[config.mk]
export PLATFORM = sky130hd
export DESIGN_NAME = cmd_queue_loader
export DESIGN_NICKNAME = d
export VERILOG_FILES = /design/src/rtl/cmd_queue_loader.sv
export SDC_FILE = /design/constraint.sdc
export NUM_CORES = 1
export LEC_CHECK = 0
export CAP_MARGIN = 10
export CORE_ASPECT_RATIO = 1.25
export CORE_MARGIN = 4
export CORE_UTILIZATION = 55
export CTS_BUF_LIST = sky130_fd_sc_hd__clkbuf_8
export DETAILED_ROUTE_END_ITERATION = 10
export GPL_ROUTABILITY_DRIVEN = 0
export HOLD_SLACK_MARGIN = 0.02
export MAX_ROUTING_LAYER = met4
export PLACE_DENSITY = 0.88
export SETUP_SLACK_MARGIN = 0.05
export SLEW_MARGIN = 20
export SYNTH_ARGS = -nofsm -noshare
export SYNTH_HDL_FRONTEND = slang
export SYNTH_SLANG_ARGS = --single-unit
[constraint.sdc]
create_clock -name i_clk -period 4.5 [get_ports i_clk]
set_input_delay 0.675 -clock i_clk [delete_from_list [all_inputs] [get_ports i_clk]]
set_output_delay 0.675 -clock i_clk [all_outputs]
set_load 0.01 [all_outputs]
[src/rtl/cmd_queue_loader.sv]
// Assembles NSEG host stream segments into one command word and pushes each
// word into a command fifo, for a session of i_total_cmds commands.
module cmd_queue_loader #(
   parameter int CMD_WIDTH = 64,
   parameter int SEG_WIDTH = 32,
   parameter int CNT_WIDTH = 32
) (
   input  logic                 i_clk,
   input  logic                 i_rstn,
   input  logic                 i_start,
   input  logic [CNT_WIDTH-1:0] i_total_cmds,
   input  logic                 i_seg_valid,
   input  logic [SEG_WIDTH-1:0] i_seg_data,
   output logic                 o_seg_ready,
   input  logic                 i_fifo_full,
   output logic                 o_fifo_write,
   output logic [CMD_WIDTH-1:0] o_fifo_data,
   output logic                 o_busy,
   output logic                 o_done,
   output logic [CNT_WIDTH-1:0] o_cmd_count
);
   localparam int NSEG  = (CMD_WIDTH + SEG_WIDTH - 1) / SEG_WIDTH;
   localparam int IDX_W = (NSEG > 1) ? $clog2(NSEG) : 1;
   localparam int ASM_W = NSEG * SEG_WIDTH;
   localparam logic [IDX_W-1:0] LAST_IDX = IDX_W'(NSEG - 1);

   typedef enum logic [1:0] {
      S_IDLE,
      S_ASSEMBLE,
      S_PUSH,
      S_DONE
   } state_t;

   state_t               state_q, state_d;
   logic [IDX_W-1:0]     idx_q, idx_d;
   logic [CMD_WIDTH-1:0] asm_q, asm_d;
   logic [CNT_WIDTH-1:0] total_q, total_d;
   logic [CNT_WIDTH-1:0] count_q, count_d;
   logic [ASM_W-1:0]     asm_ext;

   always_comb begin
      state_d = state_q;
      idx_d   = idx_q;
      asm_d   = asm_q;
      total_d = total_q;
      count_d = count_q;
      // Work in a segment-aligned view so the last segment's excess bits fall off on truncation.
      asm_ext = ASM_W'(asm_q);
      case (state_q)
         S_IDLE, S_DONE: begin
            if (i_start) begin
               total_d = i_total_cmds;
               count_d = '0;
               idx_d   = '0;
               state_d = (i_total_cmds == '0) ? S_DONE : S_ASSEMBLE;
            end
         end
         S_ASSEMBLE: begin
            if (i_seg_valid) begin
               for (int k = 0; k < NSEG; k++) begin
                  if (idx_q == IDX_W'(k)) asm_ext[k*SEG_WIDTH +: SEG_WIDTH] = i_seg_data;
               end
               asm_d = asm_ext[CMD_WIDTH-1:0];
               if (idx_q == LAST_IDX) begin
                  idx_d   = '0;
                  state_d = S_PUSH;
               end else begin
                  idx_d = idx_q + IDX_W'(1);
               end
            end
         end
         S_PUSH: begin
            if (!i_fifo_full) begin
               count_d = count_q + CNT_WIDTH'(1);
               state_d = (count_d == total_q) ? S_DONE : S_ASSEMBLE;
            end
         end
         default: state_d = S_IDLE;
      endcase
   end

   always_ff @(posedge i_clk or negedge i_rstn) begin
      if (!i_rstn) begin
         state_q <= S_IDLE;
         idx_q   <= '0;
         asm_q   <= '0;
         total_q <= '0;
         count_q <= '0;
      end else begin
         state_q <= state_d;
         idx_q   <= idx_d;
         asm_q   <= asm_d;
         total_q <= total_d;
         count_q <= count_d;
      end
   end

   // The assembly register is only written in ASSEMBLE, so the word holds steady through PUSH.
   assign o_seg_ready  = (state_q == S_ASSEMBLE);
   assign o_fifo_write = (state_q == S_PUSH) && !i_fifo_full;
   assign o_fifo_data  = asm_q;
   assign o_busy       = (state_q == S_ASSEMBLE) || (state_q == S_PUSH);
   assign o_done       = (state_q == S_DONE);
   assign o_cmd_count  = count_q;

endmodule

==> impl_metrics.yaml <==
route:
  routed_via_density: 6.158
  dr.pass1.iters: 6
  routed_wirelength_um: 18950
  drc: 0
  drt_iter0_drc: 464
  ant_nets: 0
  wl_per_cell_um: 20.14
  dr_total_vias: 5795
run:
  drv_cap: 0
clock_network:
  ctsLongestPathBuffers: 2
  cts-resized-gates: 0
  clkTransAtPathRegs_ps: 80
  cts_hold_buf: 0
  clock-root-buffer: "clkbuf_8"
  cts_tree: "yes"
  clock-sinks: 131
  htree_levels: 4
  cts_setup_buffers: 0
  cts_buffers: 17
  clk_latency_ps: 440
cells_and_area:
  final_nets: 838
  syn2layout_area_growth_pct: 31.80
  drive_above_1_share: 0.1995
  antenna_cells: 0
  final_cells: 941
worst_setup_path:
  timing.critical_path.buf_inv: 0
  cp_top_family: "simple AND/OR/NAND/NOR gates"
  crit_arrival_ps: 3340
  cpPeakStageDelay_ps: 540
  crit_type: "flop to flop"
  slowest_stage: "or4_1"
  endpoint_kind: "flop"
  cp_cell_sequence: "ha_1 -> nand3_1 -> nor4_4 -> a21boi_2 -> or4_1 -> a311oi_1 -> nand4_1 -> nand2_1"
  crit_path_max_fanout: 11
  start_kind: "flop"
  crit_required_ps: 4880
floorplanning:
  design.die.area_um2: 14250
  rows: 45
  die_y_um: 132.4
  start_util: 0.5603
  pin_count: 169
  fp.coreArea_um2: 12160
  die-width_um: 107.6
global_routing:
  grt_pass1_vias: 6081
  grt_pass1_wl_um: 30840
  antenna_found_initial: 0
  grt_overflow: 0
  grt_usage: 0.2826
  grt_max_degree: 77
power:
  power_density_nw_per_um2: 588.8
  combPwrFrac: 0.423
  p_switching_mw: 1.795
  finalPower_mw: 5.288
  ir_worst_vdd_v: 0.0005336
  internal_power_mw: 3.493
  sw_frac_of_total: 0.3395
  p_seq_frac: 0.373
  clkPwrFrac: 0.204
  p_leak_nw: 3.623
synthesis:
  yosys.area.top_type: "dfrtp_1"
  synth_warnings: 0
  yosysUniqueCellTypes: 63
  synthTopCellsByArea: "dfrtp_1, mux2_2, o21ai_0, xnor2_1, xor2_1"
  syn_area_um2: 6814
  synth_top_area_frac: 0.4811
  synth-main-ff-cell: "dfrtp_1"
  synth_edf_count: 0
  synth_cells: 609
  ys_seq_elements: 131
  synth_fp_nets: 683
  async_reset_ff_frac: 1.000
  avgSynthCellArea_um2: 11.19
  ys_seq_area_frac: 0.4811
place:
  dp_cells: 909
  dp_hpwl_um: 14000
  portBuffers: 168
sta:
  fin_crit_ps: 2956
  hold_violations: 0
  rsz0062_at_grt: "false"
  fmax_ghz: 0.3382
  fin_worst_skew_ps: 14.42
  finalCritPeriodShare: 0.6570
  slew_headroom: 0.3694
  tightest_slew_ps: 945.9
  tns_ps: 0
  hold_ws_ps: 378.7
  drv_slew: 0
  timing.final.setup_violations: 0
hold_path:
  holdCritPathClass: "input port to asynchronous set/reset pin"
outcome:
  run_status: "completed"
==> through the flow <==
| step | util | area, µm² | setup WS, ps |
|---|---|---|---|
| 3_3_place_gp | 0.7030 | 8549 | 1778 |
| 2_1_floorplan | - | 6814 | 2087 |
| 4_1_cts | 0.7385 | 8981 | 1594 |
| 6_report | 0.7385 | 8981 | 1544 |
| 5_1_grt | 0.7385 | 8981 | 1443 |
| 3_5_place_dp | 0.7030 | 8549 | 1609 |
==> per-layer routing <==
| metal | track usage | vias to the layer above | part of all wire | wire length (µm) |
|---|---|---|---|---|
| met5 | - | - | 0 | 0 |
| met4 | 0.1179 | 0 | 0.041 | 773 |
| met3 | 0.07174 | 80 | 0.081 | 1526 |
| met2 | 0.4571 | 307 | 0.51 | 9703 |
| met1 | 0.3352 | 2812 | 0.37 | 6951 |
| li1 | - | 2596 | - | - |
==> cells by family (layout without fill, tap and decap cells) <==
family | after synthesis | count (layout) | share of synthesized area
XOR/XNOR | 35 | 35 | 0.04499
buffers and inverters | 51 | 219 | 0.03856
AO/OA/AOI/OAI | 127 | 127 | 0.1179
multiplexers | 100 | 100 | 0.1645
adder cells (fa/ha/maj) | 5 | 5 | 0.009181
AND/OR/NAND/NOR | 160 | 160 | 0.1438
flip-flops | 131 | 131 | 0.4811
==> placed cells by master, fill, tap and decap left out, types with 3 or more instances in the layout <==
cell type	n
clkdlybuf4s50_1	167
dfrtp_1	131
mux2_2	96
o21ai_0	48
nand2_1	26
nand3_1	21
nand4_1	21
xnor2_1	19
clkbuf_8	19
nor2_1	18
nor4_1	17
xor2_1	16
a21oi_1	15
a31oi_1	15
o31ai_1	14
and4_1	12
inv_1	10
buf_4	10
and3_1	7
and2_1	7
nor3_1	6
ha_1	5
mux2i_1	4
o22ai_1	4
inv_6	4
o41ai_1	3
or4_1	3
a21o_1	3
a311oi_1	3
bufinv_16	3
clkinvlp_4	3
==> state kept, by name (all words and copies together) (netlist names) <==
register and flops:
o_fifo_data 64, idx_q 1, o_cmd_count 32, total_q 32, state_q 2
==> final timing paths <==
path	startpoint	end	slack [ps]	cells after the start
max	o_cmd_count[0]$_DFFE_PN0P_	state_q[1]$_DFFE_PN0P_	1540	8
min	i_rstn	o_cmd_count[9]$_DFFE_PN0P_	380	1
max reg2reg	o_cmd_count[0]$_DFFE_PN0P_	state_q[1]$_DFFE_PN0P_	1540	8
min reg2reg	o_fifo_data[58]$_DFFE_PN0P_	o_fifo_data[58]$_DFFE_PN0P_	510	1
max in group asynchronous	i_rstn	idx_q$_DFFE_PN0P_	3110	2
min in group i_clk	o_fifo_data[58]$_DFFE_PN0P_	o_fifo_data[58]$_DFFE_PN0P_	510	1
==> cell type report <==
type | instances | area (µm²)
fill | 847 | 3181
clock buffer | 19 | 261.5
tap | 164 | 205.2
clock inverter | 13 | 170.2
inverter | 10 | 37.54
sequential | 131 | 3278
timing repair buffer | 177 | 1747
multi-input combinational | 427 | 3282
==> Yosys cell counts, types with 10 or more instances <==
master and n:
clkbuf_1 19, mux2_2 96, nand2_1 26, inv_1 10, nand4_1 21, a31oi_1 15
dfrtp_1 131, nand3_1 21, nor4_1 17, o31ai_1 14, a21oi_1 15, xnor2_1 19
xor2_1 16, nor2_1 18, and4_1 12, o21ai_0 50
==> power groups by stage <==
stage | Clock [mW] | Sequential, mW | Combinational, mW
final | 1.08 | 1.97 | 2.23
after global routing | 1.14 | 2.02 | 2.41
after CTS | 1.09 | 1.97 | 2.25
after detailed placement | 0 | 1.99 | 2.22
after global placement | 0 | 1.95 | 2.16
after floorplan | 0 | 2.04 | 1.08
Note: power is estimated with default switching activity, not from simulation.
